### src/rtl/mul_div_unit.sv
// Iterative MIPS multiply/divide unit with HI/LO result registers.
// Optional abort input is enabled with `define MDU_ABORT_EN.
module mul_div_unit #(
   parameter int unsigned width = 32
) (
   input  logic             clk,
   input  logic             reset,
   input  logic             start,
   input  logic [1:0]       op,
   input  logic [width-1:0] a,
   input  logic [width-1:0] b,
   input  logic [width-1:0] wd,
   input  logic             hi_we,
   input  logic             lo_we,
`ifdef MDU_ABORT_EN
   input  logic             abort,
`endif
   output logic             busy,
   output logic             done,
   output logic [width-1:0] hi,
   output logic [width-1:0] lo
);

   localparam int unsigned CntW = $clog2(width);

   typedef enum logic [1:0] {StIdle, StCalc, StFix} state_e;

   state_e                 state_q, state_d;
   logic [CntW-1:0]        cnt_q, cnt_d;
   logic [2*width-1:0]     acc_q, acc_d;
   logic [width-1:0]       opnd_q, opnd_d;
   logic [width-1:0]       a_q, a_d;
   logic [1:0]             op_q, op_d;
   logic                   sa_q, sa_d, sb_q, sb_d;
   logic                   busy_q, busy_d, done_q, done_d;
   logic [width-1:0]       hi_q, hi_d, lo_q, lo_d;

   logic                   a_sign, b_sign;
   logic [width-1:0]       a_mag, b_mag;
   logic [width:0]         mul_sum;
   logic [2*width-1:0]     mul_next;
   logic [width:0]         rem_sh, div_diff;
   logic                   q_bit;
   logic [2*width-1:0]     div_next;
   logic [2*width-1:0]     prod_fix;
   logic [width-1:0]       quo_fix, rem_fix;
   logic                   div_zero;

   // Signed ops (op[0]=0) work on magnitudes; unsigned ops use raw operands.
   assign a_sign = ~op[0] & a[width-1];
   assign b_sign = ~op[0] & b[width-1];
   assign a_mag  = a_sign ? -a : a;
   assign b_mag  = b_sign ? -b : b;

   // Shift-add: multiplier in acc low half, partial product in high half.
   assign mul_sum  = {1'b0, acc_q[2*width-1:width]} +
                     (acc_q[0] ? {1'b0, opnd_q} : {(width+1){1'b0}});
   assign mul_next = {mul_sum, acc_q[width-1:1]};

   // Restoring division: remainder in high half, dividend/quotient in low half.
   assign rem_sh   = acc_q[2*width-1:width-1];
   assign div_diff = rem_sh - {1'b0, opnd_q};
   assign q_bit    = ~div_diff[width];
   assign div_next = {(q_bit ? div_diff[width-1:0] : rem_sh[width-1:0]),
                      acc_q[width-2:0], q_bit};

   assign prod_fix = (sa_q ^ sb_q) ? -acc_q : acc_q;
   assign quo_fix  = (sa_q ^ sb_q) ? -acc_q[width-1:0] : acc_q[width-1:0];
   assign rem_fix  = sa_q ? -acc_q[2*width-1:width] : acc_q[2*width-1:width];
   assign div_zero = (opnd_q == '0);

   always_comb begin
      state_d = state_q;
      cnt_d   = cnt_q;
      acc_d   = acc_q;
      opnd_d  = opnd_q;
      a_d     = a_q;
      op_d    = op_q;
      sa_d    = sa_q;
      sb_d    = sb_q;
      hi_d    = hi_q;
      lo_d    = lo_q;
      done_d  = 1'b0;

      case (state_q)
         StIdle: begin
            if (hi_we) hi_d = wd;
            if (lo_we) lo_d = wd;
            if (start) begin
               state_d = StCalc;
               cnt_d   = CntW'(width - 1);
               op_d    = op;
               a_d     = a;
               sa_d    = a_sign;
               sb_d    = b_sign;
               opnd_d  = op[1] ? b_mag : a_mag;
               acc_d   = {{width{1'b0}}, (op[1] ? a_mag : b_mag)};
            end
         end
         StCalc: begin
            acc_d = op_q[1] ? div_next : mul_next;
            if (cnt_q == '0) state_d = StFix;
            else             cnt_d   = cnt_q - CntW'(1);
         end
         StFix: begin
            state_d = StIdle;
            done_d  = 1'b1;
            if (!op_q[1]) begin
               hi_d = prod_fix[2*width-1:width];
               lo_d = prod_fix[width-1:0];
            end else if (div_zero) begin
               hi_d = a_q;
               lo_d = '1;
            end else begin
               hi_d = rem_fix;
               lo_d = quo_fix;
            end
         end
         default: state_d = StIdle;
      endcase

`ifdef MDU_ABORT_EN
      // Abort discards the operation, including a FIX load in the same cycle.
      if (abort && state_q != StIdle) begin
         state_d = StIdle;
         done_d  = 1'b0;
         acc_d   = acc_q;
         hi_d    = hi_q;
         lo_d    = lo_q;
      end
`endif

      busy_d = (state_d != StIdle);
   end

   always_ff @(posedge clk or posedge reset) begin
      if (reset) begin
         state_q <= StIdle;
         cnt_q   <= '0;
         acc_q   <= '0;
         opnd_q  <= '0;
         a_q     <= '0;
         op_q    <= '0;
         sa_q    <= 1'b0;
         sb_q    <= 1'b0;
         busy_q  <= 1'b0;
         done_q  <= 1'b0;
         hi_q    <= '0;
         lo_q    <= '0;
      end else begin
         state_q <= state_d;
         cnt_q   <= cnt_d;
         acc_q   <= acc_d;
         opnd_q  <= opnd_d;
         a_q     <= a_d;
         op_q    <= op_d;
         sa_q    <= sa_d;
         sb_q    <= sb_d;
         busy_q  <= busy_d;
         done_q  <= done_d;
         hi_q    <= hi_d;
         lo_q    <= lo_d;
      end
   end

   assign busy = busy_q;
   assign done = done_q;
   assign hi   = hi_q;
   assign lo   = lo_q;

endmodule

### config.mk
export PLATFORM = sky130hd
export DESIGN_NAME = mul_div_unit
export DESIGN_NICKNAME = d
export VERILOG_FILES = /design/src/rtl/mul_div_unit.sv
export SDC_FILE = /design/constraint.sdc
export NUM_CORES = 1
export LEC_CHECK = 0
export ABC_AREA = 1
export CAP_MARGIN = 10
export CORE_MARGIN = 1.5
export CORE_UTILIZATION = 35
export DETAILED_ROUTE_END_ITERATION = 7
export GPL_TIMING_DRIVEN = 0
export SKIP_CTS_REPAIR_TIMING = 1
export SYNTH_ARGS = -nofsm -noshare
export SYNTH_HDL_FRONTEND = slang
export SYNTH_SLANG_ARGS = --single-unit
### constraint.sdc
create_clock -name clk -period 18.5 [get_ports clk]
set_clock_uncertainty 0.1 [all_clocks]
set_input_delay 4.625 -clock clk [delete_from_list [all_inputs] [get_ports clk]]
set_output_delay 4.625 -clock clk [all_outputs]
set_load 0.005 [all_outputs]
## Yosys cells after proc, flatten, opt, wreduce, memory -nomap -nowiden

Index checks and enable logic that the tools add are counted.

| cells by class | value |
|---|---|
| add/sub/neg operators | 8 |
| multiply operators | 0 |
| divide/modulo/power cells | 0 |
| order comparisons | 0 |
| eq/ne operators | 6 |
| shift-type cells | 0 |
| mux-type cells | 27 |
| bitwise gates (word level) | 5 |
| reductions and logical operators | 11 |

Operators with widths:

| kind | count |
|---|---|
| $mux 32 | 14 |
| $mux 64 | 3 |
| $neg 32->32 | 4 |
| $pmux 32 s2 | 2 |
| $pmux 64 s2 | 1 |
| $neg 64->64 | 1 |
| $add 32x32->33 | 1 |
| $sub 33x32->33 | 1 |
| $logic_not 32->1 | 1 |
| $mux 5 | 2 |
| $pmux 5 s2 | 1 |
| $ne 2x2->1 const B | 4 |
| $reduce_and 2->1 | 4 |
| $reduce_bool 2->1 | 3 |
| $logic_not 5->1 | 1 |
| $sub 5x1->5 const B | 1 |
| $mux 2 | 2 |
| $pmux 2 s2 | 1 |
| $reduce_and 3->1 | 1 |
| $and 1x1->1 | 2 |
| $eq 2x1->1 const B | 1 |
| $eq 2x2->1 const B | 1 |
| $logic_not 2->1 | 1 |
| $not 1->1 | 2 |
| 2 further kinds | 2 |

| word-level totals | value |
|---|---|
| register bits | 205 |
| latch bits | 0 |
| bits in writable memories | 0 |
| bits in read-only memories | 0 |
| bits of input ports | 103 |
| output and inout bits | 66 |
| memories kept | 0 |

## Logic depth before layout (Yosys ltp)

Gate-level depths: netlist of run 1.

| depth | value |
|---|---|
| depth after elaboration | 6 |
| depth in mapped cells | 20 |
| gate-level depth less buffers | 18 |

## Worst setup path after synthesis of run 1

OpenSTA, ideal clock, no wires.

| timing | value |
|---|---|
| path kind | in2reg |
| start point | input port b[0] |
| end point | register acc_q[18] |
| library setup time | 0.077 ns |
| arrival | 5.933 ns |
| path slack | 12.389 ns |
| stages | 13 |
| buffers on the path | 0 |
| path through | inv_1 > ha_1 > nand3_1 > inv_1 > nand2_1 > nor2_1 > nand2_1 > or2_2 > nand2_1 > nand2_1 > nand3_1 > nand3_1 > a21oi_1 |

| on the way | value |
|---|---|
| word-level cells in the longest chain between the ends | 5 |

RTL lines:

| element | line | text |
|---|---|---|
| start, declared | 11 | `input logic [width-1:0] b,` |
| $neg 32->32 | 53 | `assign b_mag = b_sign ? -b : b;` |
| $mux 32 | 53 |  |
| $mux 32 | 97 | `acc_d = {{width{1'b0}}, (op[1] ? a_mag : b_mag)};` |
| $mux 64 | 89 | `if (start) begin` |
| $pmux 64 s2 | 85 | `case (state_q)` |
| end signal, assigned | 140 | `acc_q <= '0;` |
| end signal, assigned | 153 | `acc_q <= acc_d;` |
| end, declared | 30 | `logic [2*width-1:0] acc_q, acc_d;` |

No other way between the ends. The select of a mux whose other input is x is not followed.
A chain may end at the register's enable or synchronous reset.

## Worst setup path in the final report of run 1

| timing | value |
|---|---|
| start point | input port a[0] |
| end point | register acc_q[10] |

| on the way | value |
|---|---|
| word-level cells in the longest chain between the ends | 5 |

RTL lines:

| element | line | text |
|---|---|---|
| start, declared | 10 | `input logic [width-1:0] a,` |
| $neg 32->32 | 52 | `assign a_mag = a_sign ? -a : a;` |
| $mux 32 | 52 |  |
| $mux 32 | 97 |  |
| $mux 64 | 89 |  |
| $pmux 64 s2 | 85 |  |

No other way between the ends. The select of a mux whose other input is x is not followed.

==> results of run 1 <==
## stage by stage
step                cell area, um^2  std cells
finish                        23960       4487
global route                  23960       4487
CTS                           23960       4487
detailed placement            23110       4441
global placement              23080       4440
floorplan                     20450       3508
## cells by family after synthesis
group | count (synthesis) | synth area share [%]
simple gates | 2034 | 41.85
fa+ha+maj | 71 | 4.418
buf+inv | 591 | 11.46
flops | 204 | 24.97
xor+xnor | 75 | 3.213
compound gates | 533 | 14.10
## worst max-delay path by stage
stage / from / to / slack (ps) / cells after the start
6_report: a[0] / acc_q[10] / 11310 / 11
5_1_grt: a[0] / acc_q[10] / 11230 / 11
4_1_cts: a[0] / acc_q[10] / 11360 / 11
3_5_place_dp: a[0] / acc_q[10] / 10770 / 11
3_3_place_gp: reset / a_q[11] / 5100 / 2
2_1_floorplan: reset / a_q[0] / 8210 / 1
## critical path, delay by kind of cell
family | cells | cell delay (ps)
simple gates | 5 | 850
buf+inv | 2 | 720
fa+ha+maj | 1 | 320
compound gates | 2 | 500
xor+xnor | 1 | 460
## layout by cell type, fill, tap and decap left out, drive strengths merged, types with 8 or more instances in the layout
cell | netlist | layout
buf | 65 | 66
o21ai | 217 | 217
inv | 452 | 452
ha | 69 | 69
nand3 | 372 | 372
o221ai | 9 | 9
nor2 | 457 | 457
nor3 | 28 | 28
clkbuf | 71 | 109
or2 | 11 | 11
nand3b | 18 | 18
clkdlybuf4s50 | 0 | 167
a21oi | 246 | 246
nand2 | 1102 | 1102
xor2 | 60 | 60
clkinv | 3 | 8
xnor2 | 15 | 15
o211ai | 18 | 18
dfrtp | 204 | 204
nand4 | 40 | 40
a22oi | 18 | 18
## final cells by class
class	instances	share of cell area [%]
sequential	204	21.31
timing repair buffer	168	7.092
inverter	455	7.160
multi-input combinational	2713	54.26
clock buffer	38	3.112
tap	765	3.995
buffer	136	2.648
clock inverter	8	0.4282
## routing by layer
| layer | up-vias | part of all wire [%] | track usage [%] | routed length (um) |
|---|---|---|---|---|
| li1 | 11630 | - | - | - |
| met2 | 1201 | 42 | 50.72 | 43470 |
| met3 | 189 | 8.2 | 3.991 | 8438 |
| met5 | - | 0.012 | 0 | 12 |
| met1 | 11590 | 45 | 48.36 | 46020 |
| met4 | 2 | 5.2 | 15.09 | 5343 |
## where the power goes
part	leakage (nW)	switching (mW)	internal, mW
registers	2.42	0.305	0.677
clock network	0.407	0.218	0.294
logic	9.18	2.44	1.18
## registers in the layout, indices dropped and copies added (netlist names), 2 cells and up
name and count:
acc_q 64, a_q 32, hi 32, lo 32, opnd_q 32, cnt_q 5, state_q 2
==> impl_results.md, run 1 <==
* Fin crit share at slightly below 40%
* Worst EP required at approximately 19000 ps
* Crit-path cells: clkdlybuf4s50_1 > inv_1 > ha_1 > nand3_1 > nor2_1 > nand2_1 > nand2_1 > xor2_1 > nand2_1 > o211ai_1 > a22oi_1
* Leak pwr at between 10 and 15 nW
* Top-area cell type share of the netlist area at roughly 25%
* Reg2Reg Setup Slack at 14710 ps
* Via count at between 20000 and 25000
* Critical path data arrival time at around 7500 ps
* Global route overflow at 0
* Post-route ant nets at 0
* Num ports at roughly 170
* Gpl congestion at 1.077
* Slew @ Worst Pin at around 1200 ps
* Hold Fails Final Rpt at 0
* Synth Net Count at between 3000 and 4000
* CP endpoint kind: flip-flop
* Synthesized cell area at ~20000 um^2
* Vias in the first global route at about 23000
* Global-route wire length before repair at roughly 150000 um
* Hold path depth at 2
* Clock-pin slew on the worst setup and hold paths at roughly 50 ps
* Core area at 57700 um^2
* Die Ht at between 200 and 250 um
* Die W at about 240 um
* Synthesized flop and latch total at about 200
* Max-Cap Viols at 0
* Worst setup path class: input pin to flip-flop
* R2R depth at 19
* Final hold slack at ~380 ps
* Pre-CTS setup slack at about 11000 ps
* Post-Synthesis Cells at ~3500
* Ys Warns at 0
* GRT Overall Usage at between 30% and 40%
* Largest net degree at the start of global routing at 111
* Failing checks: design-rule violations
* Most used cell along the critical path: nand2_1
* Crit Path Max Fanout at 5
* Number of synthesized flops with an enable pin at 0
* Final setup violation count at 0
* CTS Buf Count at 26
* Fmax at approximately 140 MHz
* Detailed-placement wirelength estimate at 85830 um
* IO buf count at 167
* Synth top cells by count: 1086 x nand2_1, 441 x inv_1, 437 x nor2_1
* Inserted Diodes at 0
* Filler instances at 6455
* Final WS setup at about 11000 ps
* CTS tree: yes
* Vias per cell at roughly 5.5
* Area taken by multi-input logic gates at between 10000 and 15000 um^2
* Avg WL per Cell at approximately 23 um
* Slew Limit Headroom at 20.18%
* Most frequent cell after synthesis: nand2_1
* Die area at ~60000 um^2
* Fraction of layout cells with a size suffix above 1 at approximately 4.6%
* DRC at 4
* RR Endpoint: acc_q[59]
* Area Overhead vs Synth at 17.18%
* CP max stage delay at 460 ps
* DR iter-0 viols at around 3000
* CP max-delay cell: xor2_1
* Final min period at between 7000 and 8000 ps
* WHS Endpoint: cnt_q[4]
* CTS root buf: clkbuf_16
* Netlist cell types at 50
* Worst Hold Class: flip-flop to flip-flop
* Clock latency on the worst-skew pair at approximately 580 ps
* H-tree Lvls at 1
* Setup TNS at 0 ps
* CP Launch Type: input pin
* Ys flop type: dfrtp_1
* Worst r2r src: acc_q[0]
* Async set-or-reset flop fraction in the synthesized netlist at 100.0%
* Status: complete, but fails checks
* Most area-consuming cells after synthesis: dfrtp_1 25%, nand2_1 20%, nand3_1 8.8%
* Total Power at a little over 5 mW
* Unrepaired setup endpoints after global routing: false
* CTS Sinks at between 200 and 250
* CTS max path bufs at 3
* Sequential cell area at between 5000 and 6000 um^2
* Maximum vdd drop at around 0.11 mV
* Hold_sp: cnt_q[4]
* Cell taking the most area after synthesis: dfrtp_1
* Sequential share of the synthesized area at between 20 and 25%
* Syn_area_per_cell at around 5.8 um^2
* PD cells at ~210 nW/um^2
* Site Rows at between 80 and 90
* Drt total wl at ~100000 um
* Max-slew violations at 0
* Utilization after layout at around two fifths
* Nets at 3878
* Initial Util at between 30% and 40%
* Initial DRT Pass Iterations at 8
* Initial antenna violation count at 3
Note: power is estimated with default switching activity, not from simulation.
==> run 2, diff against run 1 <==
Clock period 18.5 ns to 6.9 ns, I/O delays scaled along.
==> run 2 against run 1 <==
Combinational power rose to 2.7 times the previous value. Critical path type unchanged. Register-to-register slack worse by 12000 ps. Die area unchanged. Critical endpoint is now opnd_q[24]. Sequential power rose to 2.7 times the previous value. Largest cell class unchanged. Total power rose to 2.7 times the previous value. Global-route usage up 0.10 points. The run now ends clean.
==> impl_results.md, run 2 (synthesized netlist as in run 1, its figures left out) <==
* Area taken by multi-input logic gates at around 13000 um^2
* Sequential cell area at slightly above 5000 um^2
* Clock latency on the worst-skew pair at 560 ps
* Initial antenna violation count at 2
* Drt total wl at 103400 um
* Reg2Reg Setup Slack at 2850 ps
* Setup TNS at 0 ps
* CTS root buf: clkbuf_16
* CTS Sinks at 204
* Vias per cell at ~5.5
* Status: complete, no violations
* Initial Util at roughly 35%
* Crit path to: opnd_q[24]
* Num ports at approximately 170
* Leak pwr at roughly 12 nW
* Worst EP required at a little over 7000 ps
* Die W at around 240 um
* Final setup violation count at 0
* Switching Share at about 58%
* Pint at around 5.8 mW
* Filler instances at between 6000 and 7000
* R2R depth at 19
* Max-slew violations at 0
* GRT Overall Usage at 33.90%
* Die Ht at 244.7 um
* Final WS setup at ~2500 ps
* Worst r2r src: acc_q[0]
* H-tree Lvls at 1
* Slew @ Worst Pin at 1139 ps
* Vias in the first global route at between 20000 and 25000
* Worst setup path class: input pin to flip-flop
* IO buf count at between 150 and 200
* CP Launch Type: input pin
* Clock-pin slew on the worst setup and hold paths at 70 ps
* DR iter-0 viols at ~2900
* Worst Hold Class: flip-flop to flip-flop
* Largest net degree at the start of global routing at between 40 and 50
* PD cells at around 570 nW/um^2
* Layout Cells excl Fill at ~4500
* Fmax at 229.8 MHz
* Max FFs per register at between 60 and 70
* DRC at 0
* Commonest non-fill, non-tap cells in the layout: 1086 x nand2_1, 440 x inv_1, 437 x nor2_1, 360 x nand3_1, 241 x a21oi_1
* Maximum vdd drop at between 0.2 and 0.3 mV
* Global route overflow at 0
* Largest reg by FF count: acc_q
* Site Rows at 88
* Fin crit share at roughly 63%
* Fraction of layout cells with a size suffix above 1 at 4.882%
* Critical Path Source: a[0]
* RR Endpoint: acc_q[59]
* Die area at around 60000 um^2
* Avg WL per Cell at 23.00 um
* CP endpoint kind: flip-flop
* Detailed-placement wirelength estimate at between 80000 and 90000 um
* Placed cells at roughly 4400
* CTS max path bufs at 3
* Switch Pwr at roughly 8 mW
* Core area at between 50000 and 60000 um^2
* CTS tree: yes
* Logic pwr share at between 70% and 80%
* CTS Buf Count at 26
* Post-route ant nets at 0
* Final min period at 4351 ps
* Nets at around 3900
* Gpl congestion at a little over 1
* Global-route wire length before repair at approximately 150000 um
* Seq pwr share at a little under a fifth
* Clock share of power at between 10% and 20%
* Crit Path Max Fanout at 5
* Initial DRT Pass Iterations at 6
* Via count at around 25000
* Max-Cap Viols at 0
* Inserted Diodes at 0
* Commonest non-fill, non-tap cell in the layout: nand2_1
* Slew Limit Headroom at approximately a quarter
* Hold Fails Final Rpt at 0
* Pre-CTS setup slack at between 2000 and 2500 ps
* Unrepaired setup endpoints after global routing: false
* Area Overhead vs Synth at 17.54%
* Critical path data arrival time at between 4000 and 5000 ps
[run 2: how the worst min path moves through the flow]
stage	start	end	slack (ps)	cells past startpoint
finish	lo[4]	lo[4]	390	2
global placement	lo[3]	lo[3]	370	2
floorplan	a_q[7]	a_q[7]	340	2
CTS	cnt_q[4]	cnt_q[4]	390	2
detailed placement	lo[3]	lo[3]	380	2
global route	cnt_q[4]	cnt_q[4]	410	2
[run 2: metrics by stage]
| stage | utilization [%] | cell area [um^2] | power (mW) | hold WS [ps] |
|---|---|---|---|---|
| floorplan | - | 20450 | 8.464 | 343.6 |
| global placement | 40.00 | 23080 | 12.06 | 365.6 |
| detailed placement | 40.18 | 23180 | 12.07 | 375.0 |
| CTS | 41.66 | 24030 | 13.50 | 387.3 |
| global route | 41.66 | 24030 | 14.76 | 407.0 |
| finish | 41.66 | 24030 | 13.78 | 386.2 |
[run 2: area by class of cell]
cell class	count	share of cell area (%)
multi-input combinational	2713	54.09
sequential	204	21.24
timing repair buffer	172	7.372
inverter	455	7.122
tap	765	3.983
clock buffer	32	3.009
buffer	136	2.639
clock inverter	16	0.5466
[run 2: worst max-delay path, cell delays in order]
cell and delay, ps:
clkdlybuf4s50_1 420, inv_1 270, ha_1 330, nand3_1 130, nor2_1 430, nand3_1 170
xor2_1 170, nand2_1 100, a21oi_1 130, o21ai_0 610, o21ai_0 180
[run 2: metal layers]
layer  up-vias  routed length, um  track usage [%]
met1     11590              44860            47.82
met5         -                 13                0
li1      11660                  -                -
met3       195               9143            4.067
met4         2               5157            14.16
met2      1335              44170            52.09
[run 2: power groups by stage]
stage | Sequential, mW | Clock, mW | Combinational (mW)
after floorplan | 2.25 | 0 | 6.21
after global placement | 2.60 | 0 | 9.47
after detailed placement | 2.60 | 0 | 9.47
after CTS | 2.59 | 1.39 | 9.52
after global routing | 2.66 | 1.43 | 10.7
final | 2.63 | 1.39 | 9.77
==> run 3, diff against run 2 <==
Clock period 6.9 ns to 3.5 ns, I/O delays scaled along.
==> run 3 against run 2 <==
Sequential power up 97%. Cell count is essentially flat. Largest cell class unchanged. Hold slack worse by 0.93 ps.
==> impl_results.md, run 3 (synthesized netlist as in run 1, its figures left out) <==
* Status: complete, no violations
* Initial Util at between 30% and 40%
* Initial antenna violation count at 2
* Hold Fails Final Rpt at 0
* Final min period at roughly 3400 ps
* Fmax at between 200 and 300 MHz
* Design area at about 24000 um^2
* Worst Hold Class: flip-flop to flip-flop
* Site Rows at a little under 90
* Inserted Diodes at 0
* CP max stage delay at 450 ps
* Global route overflow at 0
* Met2 Use GR at a little over half
* Crit-path cells: clkdlybuf4s50_1 > inv_1 > ha_1 > nand3_1 > nor2_1 > nand2_1 > nand2_1 > xor2_1 > nand2_1 > o211ai_1 > a22oi_1
* Layout Cells excl Fill at roughly 4500
* Max FFs per register at between 60 and 70
* Max-Cap Viols at 0
* DR iter-0 viols at 2866
* Total Power at about 27 mW
* Met1 Resource Use GR at 47.82%
* Die W at between 200 and 250 um
* CTS Sinks at approximately 200
* CTS max path bufs at 3
* Slew @ Worst Pin at 1116 ps
* Leak pwr at 12.07 nW
* Avg WL per Cell at ~23 um
* Worst EP required at approximately 3800 ps
* IO buf count at about 170
* Unrepaired setup endpoints after global routing: false
* CP Launch Type: input pin
* Placed cells at between 4000 and 5000
* Critical path data arrival time at 3720 ps
* Clock latency on the worst-skew pair at roughly 570 ps
* Vias in the first global route at 23000
* Commonest non-fill, non-tap cell in the layout: nand2_1
* Largest reg by FF count: acc_q
* CP endpoint kind: flip-flop
* Clock-pin slew on the worst setup and hold paths at 60 ps
* Worst setup path class: input pin to flip-flop
* DRC at 0
* CTS tree: yes
* Most used cell along the critical path: nand2_1
* Fin crit share at a little over nine tenths
* Via count at ~25000
* Commonest non-fill, non-tap cells in the layout: 1085 x nand2_1, 440 x inv_1, 436 x nor2_1, 360 x nand3_1, 241 x a21oi_1
* Utilization after layout at between 40% and 50%
* Area after DPL at 23180 um^2
* Drt total wl at 103100 um
* Maximum vdd drop at roughly 0.57 mV
* Die area at between 50000 and 60000 um^2
* Max-slew violations at 0
* Global-route wire length before repair at 150900 um
* Die Ht at approximately 240 um
* Nets at between 3000 and 4000
* Largest net degree at the start of global routing at between 40 and 50
* PD cells at 1130 nW/um^2
* Num ports at between 150 and 200
* Crit Path Max Fanout at 5
* Vias per cell at between 5 and 6
* Met3 Track Usage GR at slightly above 4%
* CP max-delay cell: xor2_1
* CTS Buf Count at 26
* Slew Limit Headroom at around a quarter
* Gpl congestion at just over 1
* Core area at about 58000 um^2
* Area Overhead vs Synth at 17.74%
* H-tree Lvls at 1
* Filler instances at between 6000 and 7000
* Global route hottest layer: met2
* Post-route ant nets at 0
* Fraction of layout cells with a size suffix above 1 at between 5 and 6%
* CTS root buf: clkbuf_16
* Detailed-placement wirelength estimate at between 80000 and 90000 um
* GRT Overall Usage at approximately a third
* Final setup violation count at 0
* Initial DRT Pass Iterations at 7
## run 3: cell count changes in the layout (fill, tap and decap cells not counted), sizes merged
cell and change:
buf +2
## run 3: worst paths after layout
kind                            slack (ps)  depth (start not counted)   endpoint  startpoint
worst max-delay path                    80                         11  acc_q[10]        a[0]
worst min-delay path                   390                          2      lo[4]       lo[4]
worst max register to register         150                         19  acc_q[54]   acc_q[31]
worst min register to register         390                          2      lo[4]       lo[4]
max in group asynchronous             1500                          5  opnd_q[1]       reset
min in group asynchronous              650                          2     lo[20]       reset
## run 3: critical path: cells and delay by family
family / cells / cell delay [ps]
xor gates and xnor gates: 1 / 450
adders and majority gates: 1 / 330
and+or+nand+nor: 5 / 890
AOI/OAI and AO/OA: 2 / 450
buffers and inverters: 2 / 720
## run 3: per-layer routing
| metal | part of all wire [%] | vias up | routed length [um] |
|---|---|---|---|
| li1 | - | 11660 | - |
| met1 | 44 | 11500 | 44860 |
| met2 | 42 | 1284 | 43800 |
| met3 | 8.8 | 210 | 9076 |
| met4 | 5.2 | 2 | 5371 |
| met5 | 0.013 | - | 13 |
## run 3: where the power goes
group	switching [mW]	total [mW]	internal, mW	leakage (nW)
Sequential	1.60	5.17	3.58	2.42
Clock	1.18	2.73	1.55	0.423
Combinational	13.0	19.3	6.28	9.23
Total	15.8	27.2	11.4	12.1
## run 3: final cells by class
type | count | area, um^2 | area share (%)
Tap cell | 765 | 957.2 | 3.976
Inverter | 455 | 1712 | 7.110
Sequential cell | 204 | 5105 | 21.20
Clock buffer | 32 | 723.2 | 3.004
Clock inverter | 16 | 131.4 | 0.5457
Buffer | 136 | 643.1 | 2.671
Multi-Input combinational cell | 2713 | 13020 | 54.07
Timing Repair Buffer | 174 | 1787 | 7.422
## run 3: stage by stage
stage | TNS [ps] | hold WS, ps | setup slack [ps]
6_report | 0 | 385.3 | 84.61
2_1_floorplan | -24330 | 343.6 | -119.3
3_5_place_dp | -4232 | 375.0 | -387.0
5_1_grt | 0 | 407.0 | 7.992
3_3_place_gp | -395820 | 365.6 | -1972
4_1_cts | -1393 | 387.3 | -370.1
